--- src/rtl/inst_queue_pkg.sv ---
// inst_queue_pkg
//   Shared bus widths, flag encodings and the entry layout used by the
//   instruction queue that sits between fetch and decode/issue.
//   Contents:
//     INST_W / ADDR_W      : instruction and address bus widths
//     EMPTY / NOT_EMPTY    : encodings of the empty flag
//     ENABLE / DISABLE     : generic write-enable encodings
//     NULL_INST / NULL_ADDR: value presented on the head outputs when idle
//     iq_entry_t           : one buffered {inst, pc, bp} entry
package inst_queue_pkg;

  localparam int INST_W = 32;
  localparam int ADDR_W = 32;

  localparam logic EMPTY     = 1'b1;
  localparam logic NOT_EMPTY = 1'b0;
  localparam logic ENABLE    = 1'b1;
  localparam logic DISABLE   = 1'b0;

  localparam logic [INST_W-1:0] NULL_INST = '0;
  localparam logic [ADDR_W-1:0] NULL_ADDR = '0;

  typedef struct packed {
    logic [INST_W-1:0] inst;
    logic [ADDR_W-1:0] pc;
    logic              bp;
  } iq_entry_t;

  localparam int ENTRY_W = $bits(iq_entry_t);

endpackage

--- src/rtl/inst_queue.sv ---
// inst_queue
//   Circular FIFO of fetched {inst, pc, bp} entries feeding the decode/issue
//   stage. The head entry is presented combinationally (show-ahead) so decode
//   can inspect it and pop it in the same cycle. A misprediction flushes the
//   whole queue through `clear`.
//   Ports:
//     clk, rst            : clock, asynchronous active-high reset
//     rdy                 : global ready; state freezes while low (clear still acts)
//     clear               : synchronous flush
//     if_we_i             : push request from fetch
//     if_inst_i/pc_i/bp_i : entry to push
//     iq_full_o           : queue holds DEPTH entries
//     id_re_i             : pop request from decode
//     inst_o/pc_o/bp_o    : head entry, zero while empty
//     iq_empty_o          : queue holds no entries
module inst_queue
  import inst_queue_pkg::*;
#(
  parameter int DEPTH = 16,
  parameter int PTR_W = 4
) (
  input  logic              clk,
  input  logic              rst,
  input  logic              rdy,
  input  logic              clear,
  input  logic              if_we_i,
  input  logic [INST_W-1:0] if_inst_i,
  input  logic [ADDR_W-1:0] if_pc_i,
  input  logic              if_bp_i,
  output logic              iq_full_o,
  input  logic              id_re_i,
  output logic [INST_W-1:0] inst_o,
  output logic [ADDR_W-1:0] pc_o,
  output logic              bp_o,
  output logic              iq_empty_o
);

  localparam int CNT_W = PTR_W + 1;
  localparam logic [PTR_W-1:0] PTR_ONE   = PTR_W'(1);
  localparam logic [CNT_W-1:0] CNT_ONE   = CNT_W'(1);
  localparam logic [CNT_W-1:0] CNT_DEPTH = CNT_W'(DEPTH);

  iq_entry_t        mem_q [DEPTH];
  logic [PTR_W-1:0] head_q, head_d;
  logic [PTR_W-1:0] tail_q, tail_d;
  logic [CNT_W-1:0] count_q, count_d;

  logic      pushAccept;
  logic      popAccept;
  logic      memWe;
  iq_entry_t headEntry;
  iq_entry_t pushEntry;

  // Flags come straight from the occupancy count so they are valid the same
  // cycle the count settles, with no extra pipeline stage.
  always_comb begin
    iq_empty_o = (count_q == '0) ? EMPTY : NOT_EMPTY;
    iq_full_o  = (count_q == CNT_DEPTH);
  end

  // Acceptance is decided from the pre-edge flags: a push into a full queue is
  // dropped even if a pop frees a slot in the same cycle, and a pop of an
  // empty queue is ignored even if a push arrives with it.
  always_comb begin
    pushAccept = if_we_i && !iq_full_o;
    popAccept  = id_re_i && (iq_empty_o == NOT_EMPTY);
  end

  // Show-ahead head outputs. There is no bypass from the push port, so a new
  // entry only appears here once it has been written into storage.
  always_comb begin
    headEntry = mem_q[head_q];
    if (iq_empty_o == EMPTY) begin
      inst_o = NULL_INST;
      pc_o   = NULL_ADDR;
      bp_o   = 1'b0;
    end else begin
      inst_o = headEntry.inst;
      pc_o   = headEntry.pc;
      bp_o   = headEntry.bp;
    end
  end

  // Pointer and count next state. clear outranks rdy so a flush still lands
  // while the pipeline is otherwise stalled.
  always_comb begin
    head_d  = head_q;
    tail_d  = tail_q;
    count_d = count_q;
    memWe   = DISABLE;
    if (clear) begin
      head_d  = '0;
      tail_d  = '0;
      count_d = '0;
    end else if (rdy) begin
      if (pushAccept) begin
        tail_d = tail_q + PTR_ONE;
        memWe  = ENABLE;
      end
      if (popAccept) begin
        head_d = head_q + PTR_ONE;
      end
      unique case ({pushAccept, popAccept})
        2'b10:   count_d = count_q + CNT_ONE;
        2'b01:   count_d = count_q - CNT_ONE;
        default: count_d = count_q;
      endcase
    end
  end

  // Pointer and count registers.
  always_ff @(posedge clk or posedge rst) begin
    if (rst) begin
      head_q  <= '0;
      tail_q  <= '0;
      count_q <= '0;
    end else begin
      head_q  <= head_d;
      tail_q  <= tail_d;
      count_q <= count_d;
    end
  end

  // Entry storage is deliberately left unreset; the count guards every read.
  always_comb begin
    pushEntry.inst = if_inst_i;
    pushEntry.pc   = if_pc_i;
    pushEntry.bp   = if_bp_i;
  end

  always_ff @(posedge clk) begin
    if (memWe == ENABLE) begin
      mem_q[tail_q] <= pushEntry;
    end
  end

endmodule

--- config.mk ---
export PLATFORM = sky130hd
export DESIGN_NAME = inst_queue
export DESIGN_NICKNAME = d
export VERILOG_FILES = /design/src/rtl/inst_queue_pkg.sv /design/src/rtl/inst_queue.sv
export SDC_FILE = /design/constraint.sdc
export NUM_CORES = 1
export LEC_CHECK = 0
export BUFFER_PORTS_ARGS = -buffer_cell sky130_fd_sc_hd__clkbuf_2
export CORE_MARGIN = 10
export CORE_UTILIZATION = 45
export CTS_CLUSTER_DIAMETER = 150
export DETAILED_ROUTE_END_ITERATION = 10
export GPL_TIMING_DRIVEN = 0
export SLEW_MARGIN = 20
export SYNTH_ARGS = -nofsm -noshare
export SYNTH_HDL_FRONTEND = slang
export SYNTH_SLANG_ARGS = --single-unit
--- constraint.sdc ---
create_clock -name clk -period 8.6 [get_ports clk]
set_input_delay 0.43 -clock clk [delete_from_list [all_inputs] [get_ports clk]]
set_output_delay 0.43 -clock clk [all_outputs]
set_load 0.02 [all_outputs]
**Yosys cells after proc, flatten, opt, wreduce, memory -nomap -nowiden**

Memories as Yosys holds them, arrays and structs flattened.
Cells that the tools add are included.

- Register bits: 13
- Memory bits (writable): 1040
- Input port bits: 71
- Output and inout port bits: 67
- Logic and storage cells: 41
- Memories: 1

Memories:

| name | depth | bits a word | read ports | clocked after memory_dff | write ports | line | RTL |
|---|---|---|---|---|---|---|---|
| mem_q | 16 | 65 | 1 | 0 | 1 | inst_queue.sv:43 | `iq_entry_t mem_q [DEPTH];` |

- Add/sub/neg operators: 4
- Eq/ne operators: 3
- Multiplexer cells: 18
- Bitwise logic cells: 1
- Reductions and logical operators: 11

Operators by type and width:

| cell | number |
|---|---|
| 32-bit two-way mux | 2 |
| 4-bit two-way mux | 6 |
| 5-bit two-way mux | 2 |
| 5-bit one-hot mux with 2 select lines | 1 |
| 4-bit by 1-bit adder with 4-bit output, second input constant | 2 |
| 1-bit two-way mux | 7 |
| 2-bit AND reduction | 3 |
| 2-bit nonzero test | 3 |
| 5-bit by 1-bit adder with 5-bit output, second input constant | 1 |
| 5-bit == test, second input constant | 1 |
| 5-bit zero test | 1 |
| 5-bit by 1-bit subtractor with 5-bit output, second input constant | 1 |
| 3-bit nonzero test | 1 |
| 2-bit by 1-bit == test with 1-bit output, second input constant | 1 |
| 2-bit == test, second input constant | 1 |
| 1-bit logical AND | 2 |
| 1-bit zero test | 1 |
| 1-bit NOT | 1 |

**Logic depth before layout (Yosys ltp)**

Gate-level depths: netlist (run 1).

- Depth after elaboration: 8
- Gate-level depth with buffers: 10
- Mapped depth without buffers: 9

**Worst setup path after synthesis (run 1)**

No wires, ideal clock.

- Kind: reg-to-reg
- From: register count_q[2]
- To: memory mem_q[15][0] (netlist name) (enable)
- Library setup time: 0.489 ns
- Data arrival time: 3.890 ns
- Data required time: 8.111 ns
- Path slack: 4.222 ns
- Cell stages (with the launch flop): 5
- Path buffers: 0
- Period minus slack after synthesis: 4.378 ns
- Cell sequence: dfrtp_1 > nor4_2 > a21oi_1 > nand2_1 > nor2_1

- Cells in the longest elaborated chain, start to end: 8

RTL lines:

| element | line | RTL |
|---|---|---|
| from (decl) | inst_queue.sv:46 | `logic [CNT_W-1:0] count_q, count_d;` |
| from (signal assigned) | inst_queue.sv:120 | `count_q <= count_d;` |
| 5-bit == test | inst_queue.sv:58 | `iq_full_o = (count_q == CNT_DEPTH);` |
| 1-bit zero test | inst_queue.sv:65 | `pushAccept = if_we_i && !iq_full_o;` |
| 1-bit logical AND | inst_queue.sv:65 |  |
| 1-bit two-way mux | inst_queue.sv:96 | `if (pushAccept) begin` |
| 1-bit two-way mux | inst_queue.sv:95 | `end else if (rdy) begin` |
| 1-bit two-way mux | inst_queue.sv:91 | `if (clear) begin` |
| 1-bit two-way mux | inst_queue.sv:132 | `if (memWe == ENABLE) begin` |
| 1-bit two-way mux (implied by the code) | inst_queue.sv:133 | `mem_q[tail_q] <= pushEntry;` |
| to (decl) | inst_queue.sv:43 |  |

Every way passes these cells.

**Worst setup path in the final report (run 1)**

- From: register head_q[3]
- To: output pc_o[0]

- Cells in the longest elaborated chain, start to end: 2

RTL lines:

| element | line | RTL |
|---|---|---|
| from (decl) | inst_queue.sv:44 | `logic [PTR_W-1:0] head_q, head_d;` |
| from (signal assigned) | inst_queue.sv:114 | `head_q <= '0;` |
| from (signal assigned) | inst_queue.sv:118 | `head_q <= head_d;` |
| memory 16 x 65 bit | -- |  |
| 32-bit two-way mux | inst_queue.sv:73 | `if (iq_empty_o == EMPTY) begin` |
| to (decl) | inst_queue.sv:33 | `output logic [ADDR_W-1:0] pc_o,` |

Every way passes these cells.

==> results.md, run 1 <==
- TritonCTS clock tree: done
- Routability Congestion: 0.708
- PwrDens: around 230 nW/um^2
- Finish-stage setup viols: 0
- Initial antenna violation count: 9
- Vias: between 15000 and 20000
- Final min period: between 4 and 5 ns
- Clock Skew: ~0.021 ns
- Cell Area, Synth: 40200 sq um
- Count leader, synth: edfxtp_1
- Final-stage net count: about 2100
- Mapped Nets: ~1800
- Post-DP HPWL: ~60000 um
- Crit Path Class: reg2out
- CP required: 8.17 ns
- Most frequent CP cell: clkbuf_1
- Cells after synthesis: 1699
- Die X: 319 um
- Worst-Margin Slew: 1.13 ns
- Critical path peak fanout: 10
- Synth Warn #: 0
- RR Endpoint: mem_q[15][26]
- Row count: 109
- Final Hold Viols: 0
- Synth area leaders: edfxtp_1 (78%), mux4_2 (15%), mux2i_1 (3.4%)
- CTS root buf: clkbuf_16
- Final Max Slew Viols: 0
- Final wirelength: about 92000 um
- Vias in the first global route: between 15000 and 20000
- Max_cap viols: 0
- Port bufs: about 140
- Fill count: ~6600
- Hold depth: 1
- Critical Path Max Stage Delay: around 0.87 ns
- RSZ-0062 raised after global routing: no
- Global-route wire length before repair: 136000 um
- Worst Path Buf+Inv: 4
- FMAX: around 230 MHz
- Post-route clock period utilization: just over 50%
- Clk_lat worst skew: 0.66 ns
- Crit path cell chain: buf_2, clkbuf_1, clkbuf_1, mux2i_1, o22ai_1, clkbuf_2
- Critical path launch point type: flip-flop
- Total power: approximately 11 mW
- Core ar.: a little under 90000 sq um
- Min-Delay Endpoint: mem_q[8][51]
- Largest net degree at the start of global routing: 20
- Post-synth top area share: between 70% and 80%
- Layout cells sized above 1: roughly 32%
- Number of synthesized flops with an enable pin: around 1000
- Area added between synthesis and finish: 18.0%
- Initial cell density of the core: between 40% and 50%
- Seq/Total Area, Yosys: between 70% and 80%
- Hold Path Origin: if_inst_i[18]
- Post-Place Cell Area: 44100 sq um
- Min-Delay Path Class: in2reg
- Slew headroom: approximately 25%
- Family with the most delay on the worst path: buffers and inverters
- Ports: approximately 140
- FF-to-FF path depth: 7
- Total CTS buffers: 104
- Setup Slack @ Placement: about 5.0 ns
- Most common flop cell mapped by yosys: edfxtp_1
- GRT Overall Usage: between 15 and 20%
- Initial DRC count: ~1800
- Status: complete, no violations
- Post-DRT Antenna Nets: 0
- DRC violations left: 0
- Arr. time, crit path: about 3.9 ns
- Worst path depth: 6
- Maximum vdd drop: 0.142 mV
- Post_cts resized: 0
- Die area: about 100000 sq um
- Htree depth: 3
- Top cells by count, synth: edfxtp_1 (1040), mux4_2 (260), mux2i_1 (135)
- RR Startpoint: count_q[2]
- Clock input transition at the sequential cells of the worst setup and hold paths: roughly 0.06 ns
- Yosys reg bits: about 1100
- Setup ws final: between 4 and 5 ns
- Syn avg cell area: 23.6 sq um
- Routed len/inst: 28.3 um
- Area leader, netlist: edfxtp_1
- Global route total overflow: 0
- CP endpoint kind: output port
- Pre-antenna DRT Iters: 5
- Async set or reset register ratio after synthesis: 1.23%
- Slowest cell on the critical path: clkbuf_1
- Final Instance Area: ~47000 sq um
- R2R setup slack: 5.34 ns
- N_diodes: 0
- Via-per-instance ratio: around 5.7
- Netlist cell types: 36
- Pleak: between 10 and 15 nW
- Die height: around 320 um
- Setup total negative slack: 0 ns
- Clock net sink count: 1053
- Max Root-Sink Buffers: 3
## sequential cells by signal (all words and copies together), names as in the netlist
signal,count
mem_q,1040
count_q,5
head_q,4
tail_q,4
## power breakdown
group          internal, mW  total [mW]  switching (mW)
clock                  2.60        4.47            1.87
combinational         0.356       0.915           0.558
sequential             5.66        5.67         0.00838
## metal layers
| metal | wire, um | vias to the layer above | global-route usage, % |
|---|---|---|---|
| met4 | 1450 | 14 | 4.10 |
| li1 | - | 7909 | - |
| met5 | 92 | - | 0 |
| met3 | 5720 | 117 | 3.26 |
| met2 | 45700 | 562 | 30.2 |
| met1 | 39300 | 10100 | 24.8 |
## stage by stage
| step | hold slack (ns) | std cells | utilization [%] |
|---|---|---|---|
| CTS | 0.135 | 3259 | 53.6 |
| global placement | 0.471 | 3000 | 47.8 |
| detailed placement | 0.507 | 3063 | 49.8 |
| finish | 0.174 | 3259 | 53.6 |
| floorplan | 0.307 | 1699 | - |
| global route | 0.168 | 3259 | 53.6 |
## what timing repair did
| item | CTS | global route |
|---|---|---|
| hold buffers | 2 | 0 |
| endpoints found under the hold margin | 15 | 0 |
| endpoints found under the setup margin | 0 | 0 |
| setup buffers | 0 | 0 |
## worst max path at each step
stage	start	to	slack [ns]
6_report	head_q[3]	pc_o[0]	4.23
5_1_grt	head_q[3]	pc_o[0]	4.15
4_1_cts	head_q[3]	pc_o[0]	4.21
3_5_place_dp	head_q[3]	bp_o	4.97
3_3_place_gp	if_we_i	mem_q[15][26]	0.49
2_1_floorplan	count_q[2]	mem_q[15][0]	4.22
## layout by cell type (no fill, tap or decap), types with 2 or more instances in the layout
master,instances
a21oi_1,9
and2_1,2
buf_1,11
buf_12,16
buf_16,47
buf_2,40
buf_4,6
buf_6,3
bufinv_16,11
clkbuf_1,50
clkbuf_16,107
clkbuf_2,136
clkinv_1,29
clkinv_2,20
clkinvlp_4,3
dfrtp_1,13
dlygate4sd3_1,2
edfxtp_1,1040
ha_1,7
inv_1,7
inv_6,3
mux2i_1,135
mux4_2,260
nand2_1,7
nor2_1,15
nor2_4,16
o21ai_0,5
o22ai_1,65
or3_1,4
xnor2_1,4
xor2_1,4
## cells by family (layout without fill, tap and decap cells)
group / Yosys count / in the layout / share of synthesized area, %
muxes: 395 / 395 / 17.9
adders and majority gates: 7 / 7 / 0.218
xor gates and xnor gates: 8 / 8 / 0.174
buffers and inverters: 98 / 493 / 1.16
AOI/OAI and AO/OA: 85 / 85 / 1.34
DFF: 1053 / 1053 / 78.5
and+or+nand+nor: 53 / 53 / 0.629
## layout make-up
| type | instances | area (sq um) | share of cell area [%] |
|---|---|---|---|
| well taps | 1165 | 1460 | 3.07 |
| inverters | 7 | 26.3 | 0.0554 |
| clock buffers | 127 | 2750 | 5.80 |
| clock inverters | 67 | 599 | 1.26 |
| plain buffers | 91 | 442 | 0.931 |
| repair buffers | 201 | 2310 | 4.88 |
| multi-input cells | 548 | 8280 | 17.5 |
| flip-flops and latches | 1053 | 31600 | 66.5 |
Note: power is estimated with default switching activity, not from simulation.
==> run 2: changes to the inputs <==
- clock period: 8.6 -> 4.3 ns (I/O delays scaled with it)
==> results.md, run 2 (synthesis gave the netlist of run 1 again) <==
- Arr. time, crit path: 3.83 ns (was 3.94 ns)
- Clk_lat worst skew: 0.65 ns (was 0.66 ns)
- Fin cells: 3316 (was 3259)
- Routed len/inst: 28.2 um (was 28.3 um)
- Biggest regs: mem_q (1040), count_q (5) (unchanged)
- Critical path launch point type: flip-flop (unchanged)
- Pre-antenna DRT Iters: 7 (was 5)
- R2R setup slack: 1.21 ns (was 5.34 ns)
- Total power: 21.6 mW (was 11.0 mW)
- Die height: 319 um (unchanged)
- RR Endpoint: mem_q[15][26] (unchanged)
- TritonCTS clock tree: done (unchanged)
- Most frequent cells in the layout: edfxtp_1 (1040), mux4_2 (260), clkbuf_2 (136), mux2i_1 (135), clkbuf_16 (106) (was edfxtp_1 (1040), mux4_2 (260), clkbuf_2 (136), mux2i_1 (135), clkbuf_16 (107))
- Final Max Slew Viols: 0 (unchanged)
- Min-Delay Endpoint: tail_q[0] (was mem_q[8][51])
- Initial cell density of the core: 45.4% (unchanged)
- Final min period: around 4 ns
- Port bufs: 136 (unchanged)
- Via-per-instance ratio: 5.74 (about the same)
- FMAX: approximately 250 MHz
- Final wirelength: 93400 um (was 92300 um)
- Hold Path Origin: rdy (was if_inst_i[18])
- Initial antenna violation count: 4 (was 9)
- Total CTS buffers: 103 (was 104)
- Fin util: 53.8% (was 53.6%)
- Fill count: 6629 (was 6641)
- GRT Overall Usage: 18.4% (was 18.1%)
- Crit Path Class: reg2out (unchanged)
- Final Hold Viols: 0 (unchanged)
- Clock Skew: 0.0218 ns (was 0.0207 ns)
- Row count: 109 (unchanged)
- Met2 wire len: 46800 um (was 45700 um)
- Ports: 138 (unchanged)
- Setup ws final: 0.250 ns (was 4.23 ns)
- Worst-Margin Slew: 1.10 ns (was 1.13 ns)
- Global-route wire length before repair: 138000 um (was 136000 um)
- Post-DP HPWL: 59900 um (was 60100 um)
- Die X: 319 um (unchanged)
- CTS root buf: clkbuf_16 (unchanged)
- Max layer used: met5 (unchanged)
- Status: complete, no violations (unchanged)
- Post-CTS setup buffers: 0 (unchanged)
- RR Startpoint: count_q[2] (unchanged)
- Layout cells sized above 1: 30.6% (was 32.3%)
- WL met3: 5620 um (was 5720 um)
- Largest net degree at the start of global routing: 20 (unchanged)
- Max Root-Sink Buffers: 3 (unchanged)
- Global route total overflow: 0 (unchanged)
- Htree depth: 3 (unchanged)
- Met1 wire length: 39100 um (was 39300 um)
- Routability Congestion: 0.697 (was 0.708)
- DP Cell Count: 3060 (was 3063)
- Most common cell after layout, fill and taps aside: edfxtp_1 (unchanged)
- Maximum vdd drop: 0.317 mV (was 0.142 mV)
- PwrDens: 453 nW/um^2 (was 233 nW/um^2)
- Vias in the first global route: 20500 (was 20000)
- Min-Delay Path Class: in2reg (unchanged)
- Clock net sink count: 1053 (unchanged)
- Area added between synthesis and finish: 18.6% (was 18.0%)
- RSZ-0062 raised after global routing: no (unchanged)
- Finish-stage setup viols: 0 (unchanged)
- DRC violations left: 0 (unchanged)
- Max_cap viols: 0 (unchanged)
- Core ar.: 88500 sq um (unchanged)
- CP endpoint kind: output port (unchanged)
- FF-to-FF path depth: 7 (unchanged)
- Vias: 19000 (was 18700)
- Pleak: 14.7 nW (was 14.6 nW)
- CP required: 4.09 ns (was 8.17 ns)
- Slew headroom: 26.6% (was 24.6%)
- Post-route clock period utilization: between 90 and 100%
- Final-stage net count: 2145 (was 2084)
- Hold depth: 5 (was 1)
- Clock input transition at the sequential cells of the worst setup and hold paths: 0.06 ns (about the same)
- Post-DRT Antenna Nets: 0 (unchanged)
- Setup Slack @ Placement: 0.808 ns (was 4.97 ns)
- Biggest register: mem_q (unchanged)
- Critical path peak fanout: 10 (unchanged)
- Die area: 102000 sq um (unchanged)
- Number of flip-flops in the largest register: 1040 (unchanged)
- Initial DRC count: 1652 (was 1807)
run 2: cell types whose count changed in the layout (fill, tap and decap cells not counted), sizes merged:
cell | before | now
clkinv | 49 | 43
diode | 0 | 1
clkbuf | 293 | 304
inv | 11 | 9
dlygate4sd3 | 2 | 67
clkinvlp | 3 | 0
buf | 123 | 121
bufinv | 11 | 4
run 2: how the worst max path moves through the flow:
stage,start,end,slack (ns)
finish,head_q[3],pc_o[31],0.25
global route,head_q[3],pc_o[31],0.006
CTS,head_q[3],pc_o[31],0.10
detailed placement,head_q[3],pc_o[31],0.81
global placement,count_q[2],mem_q[15][26],-3.86
floorplan,count_q[2],mem_q[15][0],-0.08
run 2: report_power, final:
group | internal (mW) | total (mW) | switching (mW) | leakage, nW
Combinational | 0.751 | 1.89 | 1.14 | 3.63
Sequential | 11.3 | 11.3 | 0.0163 | 9.53
Clock | 4.74 | 8.36 | 3.62 | 1.52
Total | 16.8 | 21.6 | 4.77 | 14.7
run 2: worst max-delay path, cell delays in order (launching register included):
cell	delay, ns
dfrtp_1	0.31
buf_2	0.26
clkbuf_1	0.74
buf_1	0.89
mux2i_1	0.21
o22ai_1	0.49
clkbuf_2	0.27
run 2: metal layers:
layer / GRT usage [%] / vias to the layer above
met3: 3.58 / 117
met2: 30.5 / 587
met5: 0 / -
met4: 4.74 / 6
li1: - / 8047
met1: 24.8 / 10300
run 2: cell type report:
cell class,count,area [sq um],area share [%]
Sequential cell,1053,31600,66.2
Multi-Input combinational cell,548,8280,17.4
Timing Repair Buffer,263,2790,5.86
Clock buffer,139,2780,5.83
Tap cell,1165,1460,3.06
Buffer,91,442,0.927
Clock inverter,49,333,0.698
Inverter,7,26.3,0.0551
Antenna cell,1,2.50,0.00525
run 2: metrics by stage:
step	cell area [sq um]	hold WS, ns	setup TNS, ns
after floorplan	40200	0.0920	-44.48
after global placement	42300	0.341	-3226.34
after detailed placement	43900	0.344	0
after CTS	47700	0.0602	0
after global routing	47700	0.116	0
final	47700	0.0959	0
run 2: what timing repair did:
action | in CTS | in global routing
hold buffers | 67 | 0
hold endpoints to repair | 1046 | 0
setup endpoints to repair | 0 | 1
gates resized for setup | 0 | 1
==> run 3: changes to the inputs <==
- REMOVE_ABC_BUFFERS: default -> 1
- SETUP_SLACK_MARGIN: default -> 0.3
==> results.md, run 3 (synthesis gave the netlist of run 1 again) <==
- Finish-stage setup viols: 0 (unchanged)
- Die X: 319 um (unchanged)
- PwrDens: 459 nW/um^2 (was 453 nW/um^2)
- Number of flip-flops in the largest register: 1040 (unchanged)
- Final Instance Area: 48400 sq um (was 47700 sq um)
- Final-stage net count: 2091 (was 2145)
- Worst-Margin Slew: 0.764 ns (was 1.10 ns)
- Initial antenna violation count: 4 (unchanged)
- Fin util: 54.7% (was 53.8%)
- Post-DRT Antenna Nets: 0 (unchanged)
- RSZ-0062 raised after global routing: no (unchanged)
- Initial cell density of the core: 45.4% (unchanged)
- Crit Path Class: reg2out (unchanged)
- Core ar.: 88500 sq um (unchanged)
- TritonCTS clock tree: done (unchanged)
- Routed len/inst: 27.2 um (was 28.2 um)
- Fin cells: 3262 (was 3316)
- Most frequent cells in the layout: edfxtp_1 (1040), mux4_2 (260), clkbuf_2 (137), mux2i_1 (135), clkbuf_16 (107) (was edfxtp_1 (1040), mux4_2 (260), clkbuf_2 (136), mux2i_1 (135), clkbuf_16 (106))
- Die height: 319 um (unchanged)
- Routability Congestion: 0.700 (was 0.697)
- Most common cell after layout, fill and taps aside: edfxtp_1 (unchanged)
- DRC violations left: 0 (unchanged)
- Status: complete, no violations (unchanged)
- Die area: 102000 sq um (unchanged)
- Min-Delay Path Class: in2reg (unchanged)
- Layout cells sized above 1: 31.5% (was 30.6%)
- Pre-antenna DRT Iters: 5 (was 7)
- Vias in the first global route: 19900 (was 20500)
- CP required: 4.09 ns (about the same)
- Ports: 138 (unchanged)
- Vias: 18600 (was 19000)
- Max Root-Sink Buffers: 3 (unchanged)
- Hold buffers post-CTS: 67 (unchanged)
- CP endpoint kind: output port (unchanged)
- Largest net degree at the start of global routing: 49 (was 20)
- Area added between synthesis and finish: 20.4% (was 18.6%)
- Critical path launch point type: flip-flop (unchanged)
- Final wirelength: 88700 um (was 93400 um)
- Critical path peak fanout: 16 (was 10)
- Clk_lat worst skew: 0.65 ns (about the same)
- Post-Place Cell Area: 44300 sq um (was 43900 sq um)
- Initial DRC count: 1647 (was 1652)
- Row count: 109 (unchanged)
- Worst hold slack: 0.0831 ns (was 0.0959 ns)
- Final Hold Viols: 0 (unchanged)
- Port bufs: 137 (was 136)
- CTS root buf: clkbuf_16 (unchanged)
- Max_cap viols: 0 (unchanged)
- Htree depth: 3 (unchanged)
- Post-route clock period utilization: 87.9% (was 94.2%)
- Global-route wire length before repair: 132000 um (was 138000 um)
- FMAX: 264 MHz (was 247 MHz)
- Biggest regs: mem_q (1040), count_q (5) (unchanged)
- Maximum vdd drop: 0.327 mV (was 0.317 mV)
- Clock net sink count: 1053 (unchanged)
- DP Cell Count: 3003 (was 3060)
- Biggest register: mem_q (unchanged)
- Fill count: 6511 (was 6629)
- Final min period: 3.78 ns (was 4.05 ns)
- Slew headroom: 48.9% (was 26.6%)
- GRT Overall Usage: 17.4% (was 18.4%)
- Via-per-instance ratio: 5.71 (was 5.74)
- Post_cts resized: 0 (unchanged)
- Setup ws final: 0.518 ns (was 0.250 ns)
- Total CTS buffers: 106 (was 103)
- Clock input transition at the sequential cells of the worst setup and hold paths: 0.06 ns (about the same)
- Setup Slack @ Placement: 1.16 ns (was 0.808 ns)
- Post-DP HPWL: 56300 um (was 59900 um)
- Post-CTS setup buffers: 0 (unchanged)
- Arr. time, crit path: 3.57 ns (was 3.83 ns)
- Pleak: 14.9 nW (was 14.7 nW)
- Final Max Slew Viols: 0 (unchanged)
- Clock Skew: 0.0135 ns (was 0.0218 ns)
- Global route total overflow: 0 (unchanged)
## run 3: cell count changes in the layout (fill, tap and decap cells not counted), sizes merged
cell / change
bufinv: +8
inv: +3
clkinv: -4
dlygate4sd1: -1
clkinvlp: +4
clkbuf: -37
buf: -28
diode: +1
## run 3: through the flow
| step | power (mW) | TNS, ns |
|---|---|---|
| after CTS | 22.4 | 0 |
| after detailed placement | 13.4 | 0 |
| after floorplan | 12.9 | -575.92 |
| after global placement | 13.7 | -5293.64 |
| final | 22.2 | 0 |
| after global routing | 23.0 | 0 |
## run 3: power by group
part | internal [mW] | total (mW) | leakage [nW] | switching, mW
sequential | 11.3 | 11.4 | 9.53 | 0.0347
combinational | 0.783 | 1.86 | 3.71 | 1.07
clock | 5.27 | 8.98 | 1.64 | 3.71
total | 17.4 | 22.2 | 14.9 | 4.82
## run 3: final timing paths
| kind | from | endpoint | slack (ns) | cells past startpoint |
|---|---|---|---|---|
| worst max-delay path | count_q[1] | inst_o[20] | 0.52 | 8 |
| worst min-delay path | rdy | tail_q[0] | 0.08 | 5 |
| worst max register to register | count_q[1] | mem_q[8][33] | 1.15 | 7 |
| worst min register to register | tail_q[0] | tail_q[0] | 0.65 | 2 |
| max in group asynchronous | rst | head_q[3] | 3.76 | 3 |
| min in group asynchronous | rst | tail_q[3] | 0.13 | 3 |
## run 3: area by class of cell
type	instances	area, sq um	area share (%)
Tap cell	1165	1460	3.01
Antenna cell	2	5.00	0.0103
Clock inverter	60	621	1.28
Clock buffer	130	2760	5.71
Multi-Input combinational cell	548	8290	17.1
Sequential cell	1053	31600	65.2
Inverter	7	26.3	0.0543
Timing Repair Buffer	297	3650	7.55
## run 3: metal layers
layer	global-route usage (%)	share of wire, %
met5	0	0.0090
met4	4.15	1.9
met2	27.7	48
met1	24.7	44
met3	3.30	6.3
## run 3: critical path: stages (launching register included)
cell and delay, ns:
dfrtp_1 0.46, or4_4 0.60, o21ai_4 0.61, buf_16 0.25
buf_16 0.19, buf_16 0.17, buf_16 0.18, o22ai_1 0.20
clkbuf_2 0.23
